`src/rtl/konami_watchdog_gen2.sv`:
```
// konami_watchdog_gen2
//
// Frame watchdog. Counts vertical-blank entries (falling edges of vblank_n_i).
// The count is cleared only when every enabled kick channel has kicked since
// the last clear. If LIMIT frames pass without a full kick set, the block
// "bites": it drives a board reset pulse PULSE_CYCLES clocks wide. It then
// ignores GRACE_FRAMES vblank entries before it starts counting again.
//
// Ports
//   clk           system clock, rising edge
//   nReset        asynchronous active-low reset
//   en_i          watchdog enable
//   vblank_n_i    active-low VBLANK, synchronous to clk
//   kick_i        per-channel kick strobes (pulse or level)
//   kick_mask_i   1 = channel participates in the kick set
//   wdog_rst_o    active-high board reset pulse
//   wdog_rst_n_o  inverse of wdog_rst_o
//   frame_cnt_o   current frame count
//   warn_o        one frame left before a bite (RUN only)
//   bite_cnt_o    bites since reset, saturating at 255
//   state_o       IDLE=0, RUN=1, BITE=2, GRACE=3
//
// state | meaning
// IDLE  | disabled; frame count and kick record held at zero
// RUN   | counting vblank entries, collecting kicks
// BITE  | reset pulse active; all inputs ignored until the pulse completes
// GRACE | ignoring vblank entries after a bite; kicks are not recorded
module konami_watchdog_gen2 #(
    parameter int NCHAN        = 2,
    parameter int LIMIT        = 8,
    parameter int PULSE_CYCLES = 16,
    parameter int GRACE_FRAMES = 2,
    parameter int CNT_W        = $clog2(LIMIT + 1)
) (
    input  logic             clk,
    input  logic             nReset,
    input  logic             en_i,
    input  logic             vblank_n_i,
    input  logic [NCHAN-1:0] kick_i,
    input  logic [NCHAN-1:0] kick_mask_i,
    output logic             wdog_rst_o,
    output logic             wdog_rst_n_o,
    output logic [CNT_W-1:0] frame_cnt_o,
    output logic             warn_o,
    output logic [7:0]       bite_cnt_o,
    output logic [1:0]       state_o
);

    // Pulse and grace timers are down-counters loaded with (length - 1);
    // the terminal count of zero marks the final cycle / final frame.
    localparam int PW = (PULSE_CYCLES > 1) ? $clog2(PULSE_CYCLES) : 1;
    localparam int GW = (GRACE_FRAMES > 1) ? $clog2(GRACE_FRAMES) : 1;

    typedef enum logic [1:0] {
        ST_IDLE  = 2'd0,
        ST_RUN   = 2'd1,
        ST_BITE  = 2'd2,
        ST_GRACE = 2'd3
    } state_t;

    state_t           state;
    logic [CNT_W-1:0] frame_cnt;
    logic [NCHAN-1:0] kick_seen;
    logic [PW-1:0]    pulse_cnt;
    logic [GW-1:0]    grace_cnt;
    logic             vblank_n_q;
    logic [7:0]       bite_cnt;
    logic             wdog_rst;

    logic             fall;
    logic             all_kicked;
    logic [NCHAN-1:0] kick_hit;
    logic [CNT_W-1:0] frame_inc;

    assign fall      = vblank_n_q & ~vblank_n_i;
    assign kick_hit  = kick_i & kick_mask_i;
    // Masked channels count as kicked, so an all-zero mask is always satisfied.
    assign all_kicked = &(kick_seen | kick_i | ~kick_mask_i);
    // frame_cnt is below LIMIT whenever this is used, so it cannot wrap.
    assign frame_inc = frame_cnt + CNT_W'(1);

    always_ff @(posedge clk or negedge nReset) begin
        if (!nReset) begin
            state      <= ST_IDLE;
            frame_cnt  <= '0;
            kick_seen  <= '0;
            pulse_cnt  <= '0;
            grace_cnt  <= '0;
            vblank_n_q <= 1'b1;
            bite_cnt   <= '0;
            wdog_rst   <= 1'b0;
        end else begin
            vblank_n_q <= vblank_n_i;
            case (state)
                ST_IDLE: begin
                    frame_cnt <= '0;
                    kick_seen <= '0;
                    if (en_i) begin
                        state <= ST_RUN;
                    end
                end
                ST_RUN: begin
                    if (!en_i) begin
                        state     <= ST_IDLE;
                        frame_cnt <= '0;
                        kick_seen <= '0;
                    end else if (all_kicked) begin
                        // A completed kick set wins over a coincident vblank entry.
                        frame_cnt <= '0;
                        kick_seen <= '0;
                    end else begin
                        kick_seen <= kick_seen | kick_hit;
                        if (fall) begin
                            frame_cnt <= frame_inc;
                            if (frame_inc == CNT_W'(LIMIT)) begin
                                state     <= ST_BITE;
                                wdog_rst  <= 1'b1;
                                pulse_cnt <= PW'(PULSE_CYCLES - 1);
                                if (bite_cnt != 8'hFF) begin
                                    bite_cnt <= bite_cnt + 8'd1;
                                end
                            end
                        end
                    end
                end
                ST_BITE: begin
                    // The pulse always runs to full width, even if en_i drops.
                    if (pulse_cnt == '0) begin
                        wdog_rst  <= 1'b0;
                        frame_cnt <= '0;
                        kick_seen <= '0;
                        grace_cnt <= GW'((GRACE_FRAMES > 0) ? GRACE_FRAMES - 1 : 0);
                        if (!en_i) begin
                            state <= ST_IDLE;
                        end else if (GRACE_FRAMES > 0) begin
                            state <= ST_GRACE;
                        end else begin
                            state <= ST_RUN;
                        end
                    end else begin
                        pulse_cnt <= pulse_cnt - PW'(1);
                    end
                end
                ST_GRACE: begin
                    frame_cnt <= '0;
                    kick_seen <= '0;
                    if (!en_i) begin
                        state <= ST_IDLE;
                    end else if (fall) begin
                        if (grace_cnt == '0) begin
                            state <= ST_RUN;
                        end else begin
                            grace_cnt <= grace_cnt - GW'(1);
                        end
                    end
                end
                default: state <= ST_IDLE;
            endcase
        end
    end

    assign wdog_rst_o   = wdog_rst;
    assign wdog_rst_n_o = ~wdog_rst;
    assign frame_cnt_o  = frame_cnt;
    assign warn_o       = (state == ST_RUN) && (frame_cnt == CNT_W'(LIMIT - 1));
    assign bite_cnt_o   = bite_cnt;
    assign state_o      = state;

endmodule

```
`config.mk`:
```
export PLATFORM = sky130hd
export DESIGN_NAME = konami_watchdog_gen2
export DESIGN_NICKNAME = d
export VERILOG_FILES = /design/src/rtl/konami_watchdog_gen2.sv
export SDC_FILE = /design/constraint.sdc
export NUM_CORES = 1
export LEC_CHECK = 0
export CORE_MARGIN = 2
export CORE_UTILIZATION = 49
export DETAILED_ROUTE_END_ITERATION = 16
export PLACE_DENSITY = 0.77
export SLEW_MARGIN = 20
export SYNTH_ARGS = -nofsm -noshare
export SYNTH_HDL_FRONTEND = slang
export SYNTH_SLANG_ARGS = --single-unit
```
`constraint.sdc`:
```
create_clock -name clk -period 2.2 [get_ports clk]
set_input_delay 0.33 -clock clk [delete_from_list [all_inputs] [get_ports clk]]
set_output_delay 0.33 -clock clk [all_outputs]
set_load 0.02 [all_outputs]
```
== Yosys cells after proc, flatten, opt, wreduce, memory -nomap -nowiden ==
Index checks and enable logic that the tools add are counted.

* $add $sub $neg: 4
* Bitwise gates (word level): 9
* Eq/ne operators: 21
* Muxes and demuxes: 37
* Reductions and logical operators: 13

{| class="wikitable"
|+ Operators with widths
! cell !! number
|-
| 2-to-1 mux 4 bit || 9
|-
| 2-to-1 mux 2 bit || 13
|-
| != test 2 bit, second input constant || 9
|-
| AND reduction 6 bit || 3
|-
| != test 3 bit, second input constant || 5
|-
| one-hot mux 4 bit (3 select lines) || 1
|-
| 2-to-1 mux 1 bit || 9
|-
| adder 8 x 1 -> 8 bit, second input constant || 1
|-
| != test 8 bit, second input constant || 1
|-
| one-hot mux 2 bit (4 select lines) || 1
|-
| one-hot mux 4 bit (2 select lines) || 1
|-
| AND reduction 7 bit || 1
|-
| OR 2 bit || 3
|-
| one-hot mux 2 bit (3 select lines) || 1
|-
| adder 4 x 1 -> 4 bit, second input constant || 1
|-
| equality test 2 bit, second input constant || 2
|-
| equality test 4 x 3 -> 1 bit, second input constant || 1
|-
| equality test 4 bit, second input constant || 1
|-
| logical NOT 4 bit || 1
|-
| != test 4 bit, second input constant || 1
|-
| one-hot mux 1 bit (2 select lines) || 2
|-
| AND reduction 2 bit || 2
|-
| AND reduction 4 bit || 1
|-
| nonzero test 2 bit || 2
|-
| other kinds (10) || 12
|}

* Register bits: 23
* Input bits: 8
* Word-level logic and storage cells: 92
* Output and inout port bits: 17

== Longest topological paths before layout ==
Gate-level depths: netlist of run 1.

* Depth after elaboration: 7
* Gate-level depth with buffers: 6
* Mapped depth without buffers: 6

== Worst setup path after synthesis of run 1 ==
No wires, ideal clock.

* Path type: register to register
* Start: register pulse_cnt[0]
* End: register kick_seen[0]
* Stages on the path, launching flop included: 7
* Slack: 0.444 ns
* Clock period less this slack: 1.756 ns
* Arrival time: 1.634 ns
* Setup time: 0.122 ns
* Data required time: 2.078 ns
* Path buffers: 0
* Cells stage by stage: dfrtp_1 inv_1 ha_1 nor3b_1 nor3_1 or2_1 a32o_1

* Word-level cells in the longest chain between the ends: 2

{| class="wikitable"
|+ Ends and longest elaborated chain
! item !! line !! text
|-
| from (decl) || 64 || <nowiki>logic [PW-1:0] pulse_cnt;</nowiki>
|-
| from (signal assigned) || 118 || <nowiki>pulse_cnt <= PW'(PULSE_CYCLES - 1);</nowiki>
|-
| from (signal assigned) || 141 || <nowiki>pulse_cnt <= pulse_cnt - PW'(1);</nowiki>
|-
| logical NOT 4 bit || 128 || <nowiki>if (pulse_cnt == '0) begin</nowiki>
|-
| != test 2 bit (no source line) || n/a ||
|-
| to (signal assigned) || 112 || <nowiki>kick_seen <= kick_seen | kick_hit;</nowiki>
|-
| to (decl) || 63 || <nowiki>logic [NCHAN-1:0] kick_seen;</nowiki>
|}

No other way between the ends.
A chain may end at the register's enable or synchronous reset.

== Worst setup path after layout of run 1 ==
* Start: register state[1], in the netlist state_o[1]
* End: output port warn_o

* Word-level cells in the longest chain between the ends: 2

{| class="wikitable"
|+ Ends and longest elaborated chain
! item !! line !! text
|-
| from (decl) || 61 || <nowiki>state_t state;</nowiki>
|-
| from (signal assigned) || 84 || <nowiki>state <= ST_IDLE;</nowiki>
|-
| from (signal assigned) || 99 || <nowiki>state <= ST_RUN;</nowiki>
|-
| from (signal assigned) || 104 || <nowiki>state <= ST_IDLE;</nowiki>
|-
| equality test 2 x 1 -> 1 bit || 165 || <nowiki>assign warn_o = (state == ST_RUN) && (frame_cnt == CNT_W'(LIMIT - 1));</nowiki>
|-
| logical AND 1 bit || 165 ||
|-
| to (decl) || 44 || <nowiki>output logic warn_o,</nowiki>
|}

No other way between the ends.

==> results.md, run 1 <==
* Chip Height at approximately 53 um
* Latest clock arrival within the worst-skew pair at between 300 and 400 ps
* Data arrival at the endpoint of the critical path at 1660 ps
* Worst ir drop on vdd at roughly 0.00031 V
* Signed area change from the synthesized netlist to the final layout at 27.0%
* Max-capacitance violation count at 0
* Ratio of cells with drive above 1 in the final layout at roughly an eighth
* Dominant synthesized flop cell: dfrtp_1
* Count of state elements after synthesis at 23
* Detailed Routing Iterations Pass 1 at 4
* Clock tree from TritonCTS: yes
* Antenna violations before repair at 0
* Number of global-route vias before repair at slightly below 1000
* Crit path required time at between 1500 and 2000 ps
* Core Area at around 2300 um^2
* Portion of total power attributed to combinational logic at ~7%
* Mapped Cells at 110
* Clk sink count at 23
* Largest stage delay on the critical path at 450 ps
* Port Buffer Count at 24
* CTS HTree Levels at 1
* TritonCTS buffer count at 3
* Die Span X at between 50 and 60 um
* Proportion of power drawn by flip-flops and latches at 63.3%
* Cell Area, Synth at around 1200 um^2
* Crit Path Max Fanout at 6
* Type of the worst min-delay path: in2async
* Total Wirelength at about 2.4 mm
* Number of slew-limit violations in the final report at 0
* Register area share after synthesis at roughly half
* Clock power frac at between 20% and 30%
* Unrepaired setup endpoints after global routing: false
* Period utilization at between 90% and 100%
* Fin Clk Skew at slightly below 7 ps
* Vias per inst at 5.64
* Kind of launch point of the worst setup path: flip-flop
* Routed length per placed instance at 14.4 um
* Vias at roughly 950
* Number of enable flip-flop cells after synthesis at 0
* Cell area power density at 448 nW/um^2
* # setup viols final at 0
* Remaining DRCs at 0
* Setup TNS at 0 ps
* Switching power summed over all nets at roughly 0.00016 W
* Switching portion of total power at around a quarter
* CP cell instances: inv_1 -> nand3_1 -> nor3b_1 -> dlygate4sd2_1
* Net Count, Synth at about 120
* Total internal power at slightly above 0.0005 W
* Leakage power figure at 0.719 nW
* Post-route core utilization at 67.0%
* Clock Root Buffer: clkbuf_4
* Worst slew margin at between 70% and 80%
* Reg clk slew, reported paths at roughly 130 ps
* Site row count at 17
* Placed Instance Area at between 1000 and 1500 um^2
* Highest attainable clock frequency at 502 MHz
* Number of cells on the worst reg-to-reg path at 7
* Effective utilization at floorplan at between 50 and 60%
* Share of async-settable or async-resettable flops after synthesis at 100%
* Sum of overflow across all layers after global routing at 0
* Detailed placer's ending HPWL at 1.84 mm
* Final number of hold-violating endpoints at 0
* Worst setup EP type: primary output
* Number of placed cells counting well taps at roughly 160
* Fin cells at 168
* Maximum buffer depth of the clock tree at 2
* Crit path max-delay cell type: dfrtp_1
* Critical path class: reg2out
* Total inserted antenna cells at 0
* Final net count at roughly 150
* Post-Synthesis Mean Instance Area at around 11 um^2
* Actual transition at the worst max-transition pin at 396 ps
* Yosys Warn Count at 0
* Antenna-violating nets left at 0
* Largest net degree at the start of global routing at 24
* Setup WS post-layout at 208 ps
* I/O pins at 25
* Fin area at between 1500 and 2000 um^2
* Number of DRC markers in iteration 0 at 14
* Count of unique library cells instantiated by Yosys at 37
* Worst slack, placed at approximately 160 ps
* Wire length of the first global-routing pass at 4.31 mm
* Total die area at 2840 um^2
* Status: complete, no violations
* Total global routing track utilization at roughly a fifth
* GP Congestion at 0.750
* Final Critical Period at ~2000 ps
power by group through the flow:
stage / clock, W / sequential [W] / combinational (W)
global route: 0.000222 / 0.000429 / 0.0000536
floorplan: 0 / 0.000438 / 0.0000170
CTS: 0.000209 / 0.000429 / 0.0000494
detailed placement: 0 / 0.000437 / 0.0000491
global placement: 0 / 0.000436 / 0.0000480
finish: 0.000200 / 0.000429 / 0.0000487
through the flow:
stage | hold slack (ps) | power [W]
6_report | 345 | 0.000678
5_1_grt | 345 | 0.000705
4_1_cts | 348 | 0.000687
3_5_place_dp | 496 | 0.000486
3_3_place_gp | 491 | 0.000484
2_1_floorplan | 34.4 | 0.000455
critical path: cells and delay by family (launching register included):
kind,cells,cell delay [ps]
buffers and inverters,2,540
flip-flops,1,450
AND/OR/NAND/NOR,2,370
registers in the layout, indices dropped and copies added (netlist names):
signal and count:
kick_seen 2, grace_cnt 1, vblank_n_q 1, state_o 2
bite_cnt_o 8, pulse_cnt 4, wdog_rst_o 1, frame_cnt_o 4
layout make-up:
| cell class | instances | area, um^2 |
|---|---|---|
| clock inverter | 1 | 7.51 |
| fill | 200 | 743 |
| timing repair buffer | 29 | 277 |
| clock buffer | 3 | 22.5 |
| sequential | 23 | 577 |
| tap | 28 | 35.0 |
| inverter | 6 | 22.5 |
| multi-input combinational | 78 | 571 |
cell families after synthesis:
logic type	Yosys count	share of synthesized area [%]
buffers and inverters	9	3.57
and+or+nand+nor	40	20.2
xor gates and xnor gates	9	6.62
adders and majority gates	3	3.15
muxes	1	0.946
AOI/OAI and AO/OA	25	17.0
DFF	23	48.5
cell usage in the layout (no fill, tap or decap), drive strengths merged, types with 2 or more instances in the layout:
cell and n:
a21o 4, nor2 7, nor4 2, nand2 2, clkdlybuf4s50 23, buf 5, xor2 7, clkbuf 3
ha 3, dfrtp 22, a21oi 5, nand4 4, nand3 4, a22o 2, a22oi 4, inv 6
xnor2 2, nor3 9, nor3b 5, a32o 3
timing repair:
action	4_1_cts	5_1_grt
buffers inserted	0	0
hold buffers	0	0
setup endpoints to repair	1	0
resized for setup	1	0
per-layer routing:
layer  track usage [%]  up-vias  part of all wire, %  wire [um]
met2              34.0       18                   50       1210
met1              28.0      459                   46       1100
met3              3.11        2                  3.8         91
met4              8.12        0                 0.66         16
met5                 0        -                    0          0
li1                  -      469                    -          -
worst paths after layout:
path	start	end	slack [ps]
max in group asynchronous	nReset	vblank_n_q$_DFF_PN1_	1580
worst min register to register	bite_cnt_o[7]$_DFFE_PN0P_	bite_cnt_o[7]$_DFFE_PN0P_	520
worst max register to register	pulse_cnt[0]$_DFFE_PN0P_	kick_seen[1]$_DFFE_PN0P_	450
worst min-delay path	nReset	bite_cnt_o[2]$_DFFE_PN0P_	340
worst max-delay path	state_o[1]$_DFFE_PN0P_	warn_o	210
min in group clk	vblank_n_i	vblank_n_q$_DFF_PN1_	440
synthesized netlist by cell type (2+ instances only):
cell | n | share of area (%)
nand4_1 | 4 | 2.1
nor3_1 | 9 | 3.8
xnor2_1 | 2 | 1.5
inv_1 | 6 | 1.9
a22oi_1 | 4 | 2.5
ha_1 | 3 | 3.2
nor2_1 | 7 | 2.2
nor3b_1 | 3 | 1.9
xor2_1 | 7 | 5.2
a21oi_1 | 5 | 2.1
a22o_1 | 2 | 1.5
dfrtp_1 | 22 | 46
nor3b_2 | 2 | 2.1
a32o_1 | 3 | 2.5
nor4_1 | 2 | 1.1
nand2_1 | 2 | 0.63
nand3_1 | 4 | 1.7
a21o_1 | 4 | 2.5
(Power assumes the default switching activity.)
==> inputs of run 2 (changes only) <==
--- a/config.mk
+++ b/config.mk
@@ -5,10 +5,11 @@
 export SDC_FILE = /design/constraint.sdc
 export NUM_CORES = 1
 export LEC_CHECK = 0
+export ABC_AREA = 1
 export CORE_MARGIN = 2
-export CORE_UTILIZATION = 49
+export CORE_UTILIZATION = 52
 export DETAILED_ROUTE_END_ITERATION = 16
-export PLACE_DENSITY = 0.77
+export PLACE_DENSITY = 0.79
 export SLEW_MARGIN = 20
 export SYNTH_ARGS = -nofsm -noshare
 export SYNTH_HDL_FRONTEND = slang
==> run 2 against run 1 <==
Compared with the run above:
- cell count rose by 47%
- combinational power rose to 15 times the previous value
- sequential share of layout area fell by 5.1 points
- clock power grew 2%
- worst hold slack got worse by 3.1 ps
- critical path depth is the same
- clock-buffer cell count is the same
- global-route usage rose by 0.26 points
- fmax increased by 1.2%
- highest routed layer unchanged
==> results.md, run 2 <==
* Final net count at 228 (was 152)
* Crit Path Max Fanout at 6 (unchanged)
* Wire length of the first global-routing pass at 5.58 mm (was 4.31 mm)
* TritonCTS buffer count at 3 (unchanged)
* Vias at 1334 (was 948)
* I/O pins at 25 (unchanged)
* Number of DRC markers in iteration 0 at 55 (was 14)
* Max FFs per register at 8 (unchanged)
* Setup WS post-layout at 232 ps (was 208 ps)
* Max-capacitance violation count at 0 (unchanged)
* Combined area of the multi-input logic cells at 776 um^2 (was 571 um^2)
* Actual transition at the worst max-transition pin at 342 ps (was 396 ps)
* Data arrival at the endpoint of the critical path at 1640 ps (was 1660 ps)
* Number of enable flip-flop cells after synthesis at 0 (unchanged)
* Antenna-violating nets left at 0 (unchanged)
* Cell with the most instances after synthesis: nand2_1 (was dfrtp_1)
* Final Critical Period at 1970 ps (was 1990 ps)
* Share of the synthesized area in the top cell type at 37.6% (was 46.3%)
* Reg clk slew, reported paths at 140 ps (was 130 ps)
* Final number of hold-violating endpoints at 0 (unchanged)
* Total Wirelength at 3.16 mm (was 2.42 mm)
* Cell Area, Synth at 1470 um^2 (was 1190 um^2)
* Layout filler cell count at 255 (was 200)
* Site row count at 19 (was 17)
* Dominant synthesized flop cell: dfrtp_1 (unchanged)
* Count of unique library cells instantiated by Yosys at 30 (was 37)
* Share of async-settable or async-resettable flops after synthesis at 100% (unchanged)
* Clk sink count at 23 (unchanged)
* CP cell instances: ha_1 -> nand2_1 -> nor3_1 -> dlygate4sd2_1 (was inv_1 -> nand3_1 -> nor3b_1 -> dlygate4sd2_1)
* Bufs and invs on worst path at 1 (was 2)
* Highest attainable clock frequency at 508 MHz (was 502 MHz)
* Crit path max-delay cell type: dfrtp_1 (unchanged)
* Unrepaired setup endpoints after global routing: false (unchanged)
* Kind of launch point of the worst setup path: flip-flop (unchanged)
* Number of buffers inserted to repair setup after CTS at 0 (unchanged)
* Total die area at 3260 um^2 (was 2840 um^2)
* Cell types with the largest area share after synthesis: dfrtp_1 (38%), nand2_1 (17%), nand3_1 (5.5%), inv_1 (4.1%), ha_1 (2.6%) (was dfrtp_1 (46%), xor2_1 (5.2%), nor3_1 (3.8%), ha_1 (3.2%), a32o_1 (2.5%))
* Period utilization at 89.5% (was 90.5%)
* Register area share after synthesis at 39.4% (was 48.5%)
* Leading cell type in the layout, fill and taps excluded: nand2_1 (was clkdlybuf4s50_1)
* Cell area power density at 854 nW/um^2 (was 448 nW/um^2)
* Clock tree from TritonCTS: yes (unchanged)
* Number of slew-limit violations in the final report at 0 (unchanged)
* Total inserted antenna cells at 0 (unchanged)
* Yosys Warn Count at 0 (unchanged)
* Cell taking the most area after synthesis: dfrtp_1 (unchanged)
* Mapped Cells at 188 (was 110)
* Setup TNS at 0 ps (unchanged)
* Detailed Routing Iterations Pass 1 at 4 (unchanged)
* Leakage power figure at 0.858 nW (was 0.719 nW)
* Status: complete, no violations (unchanged)
* Sum of overflow across all layers after global routing at 0 (unchanged)
* Most frequent cells after synthesis: nand2_1 (67), dfrtp_1 (22), inv_1 (16), nand3_1 (16), nor2_1 (9) (was dfrtp_1 (22), nor3_1 (9), nor2_1 (7), xor2_1 (7), inv_1 (6))
* Worst slew margin at 77.1% (was 73.6%)
* Largest net degree at the start of global routing at 24 (unchanged)
* Number of global-route vias before repair at 1317 (was 991)
* Critical path class: reg2out (unchanged)
* Count of state elements after synthesis at 23 (unchanged)
* Largest stage delay on the critical path at 470 ps (was 450 ps)
* Chip Height at 57.1 um (was 53.3 um)
* Port Buffer Count at 24 (unchanged)
* Worst setup EP type: primary output (unchanged)
* Latest clock arrival within the worst-skew pair at 320 ps (was 310 ps)
* Detailed placer's ending HPWL at 2.46 mm (was 1.84 mm)
* Worst ir drop on vdd at 0.000589 V (was 0.000312 V)
* Clock Root Buffer: clkbuf_4 (unchanged)
* Net Count, Synth at 199 (was 121)
* # setup viols final at 0 (unchanged)
* Routed length per placed instance at 12.8 um (was 14.4 um)
* Most frequent cells in the layout: nand2_1 (67), clkdlybuf4s50_1 (23), dfrtp_1 (22) (was clkdlybuf4s50_1 (23), dfrtp_1 (22), nor3_1 (9))
* Crit path required time at 1870 ps (about the same)
* Vias per inst at 5.40 (was 5.64)
* Worst slack, placed at 328 ps (was 159 ps)
* Effective utilization at floorplan at 54.1% (was 52.8%)
* Ratio of cells with drive above 1 in the final layout at 13.4% (was 12.1%)
* Cell family contributing the most delay on the critical path: flip-flops (was buffers and inverters)
* Core Area at 2710 um^2 (was 2250 um^2)
* GP Congestion at 0.808 (was 0.750)
* Signed area change from the synthesized netlist to the final layout at 19.1% (was 27.0%)
* Post-Synthesis Mean Instance Area at 7.79 um^2 (was 10.8 um^2)
* Maximum buffer depth of the clock tree at 2 (unchanged)
* Fin Clk Skew at 8.81 ps (was 6.74 ps)
* CTS HTree Levels at 1 (unchanged)
* Die Span X at 57.1 um (was 53.3 um)
* Register area at 577 um^2 (unchanged)
* Remaining DRCs at 0 (unchanged)
* Total global routing track utilization at 21.2% (was 21.0%)
* Antenna violations before repair at 0 (unchanged)
* Type of the worst min-delay path: in2async (unchanged)
[run 2: kinds of logic (layout without fill, tap and decap cells)]
group / Yosys count / in the layout / share of synthesized area (%)
XOR/XNOR: 3 / 3 / 2.31
buffers and inverters: 22 / 50 / 7.69
AO/OA/AOI/OAI: 18 / 18 / 8.71
AND/OR/NAND/NOR: 119 / 119 / 39.4
flip-flops: 23 / 23 / 39.4
adder cells (fa/ha/maj): 3 / 3 / 2.56
[run 2: stage by stage]
step	instances	power (W)	utilization [%]	cell area (um^2)	hold slack, ps
6_report	247	0.00149	64.4	1750	342
4_1_cts	247	0.00150	64.4	1750	363
3_5_place_dp	243	0.00129	63.4	1720	500
5_1_grt	247	0.00160	64.4	1750	387
3_3_place_gp	243	0.00125	63.4	1720	491
2_1_floorplan	188	0.00108	-	1470	34.4
[run 2: worst paths after layout]
| kind | from | end | slack [ps] | cells past startpoint |
|---|---|---|---|---|
| max | frame_cnt_o[1]$_DFFE_PN0P_ | warn_o | 230 | 4 |
| min | nReset | pulse_cnt[3]$_DFFE_PN0P_ | 340 | 2 |
| max reg2reg | frame_cnt_o[1]$_DFFE_PN0P_ | pulse_cnt[1]$_DFFE_PN0P_ | 590 | 8 |
| min reg2reg | pulse_cnt[1]$_DFFE_PN0P_ | pulse_cnt[1]$_DFFE_PN0P_ | 530 | 2 |
| max in group asynchronous | nReset | vblank_n_q$_DFF_PN1_ | 1560 | 2 |
| min in group clk | vblank_n_i | vblank_n_q$_DFF_PN1_ | 500 | 1 |
[run 2: report_power, final]
part / switching [W] / internal, W / leakage [nW] / total [W]
Combinational: 0.000448 / 0.000260 / 0.539 / 0.000708
Sequential: 0.0000757 / 0.000502 / 0.301 / 0.000578
Clock: 0.000137 / 0.0000682 / 0.0177 / 0.000205
[run 2: cell type report]
type / instances / share of cell area, %
multi-input cells: 143 / 44.4
clock inverters: 1 / 0.287
well taps: 31 / 2.22
clock buffers: 3 / 1.29
inverters: 21 / 4.59
flip-flops and latches: 23 / 33.0
repair buffers: 25 / 14.1
[run 2: repair_timing]
action | in CTS | in global routing
endpoints found under the hold margin | 0 | 0
endpoints found under the setup margin | 1 | 0
hold buffers | 0 | 0
resized for setup | 1 | 0
[run 2: metal layers]
layer | up-vias | GRT usage, % | wire, um
met5 | - | 0 | 0
met4 | 0 | 8.97 | 46
met3 | 5 | 2.72 | 102
met2 | 27 | 36.1 | 1560
met1 | 637 | 27.3 | 1450
li1 | 665 | - | -
[run 2: worst register-to-register path: cells and delay by family (launching register included)]
family,cells,cell delay (ps)
buffers and inverters,1,90
adder cells (fa/ha/maj),1,220
AO/OA/AOI/OAI,1,260
flip-flops,1,470
AND/OR/NAND/NOR,5,490
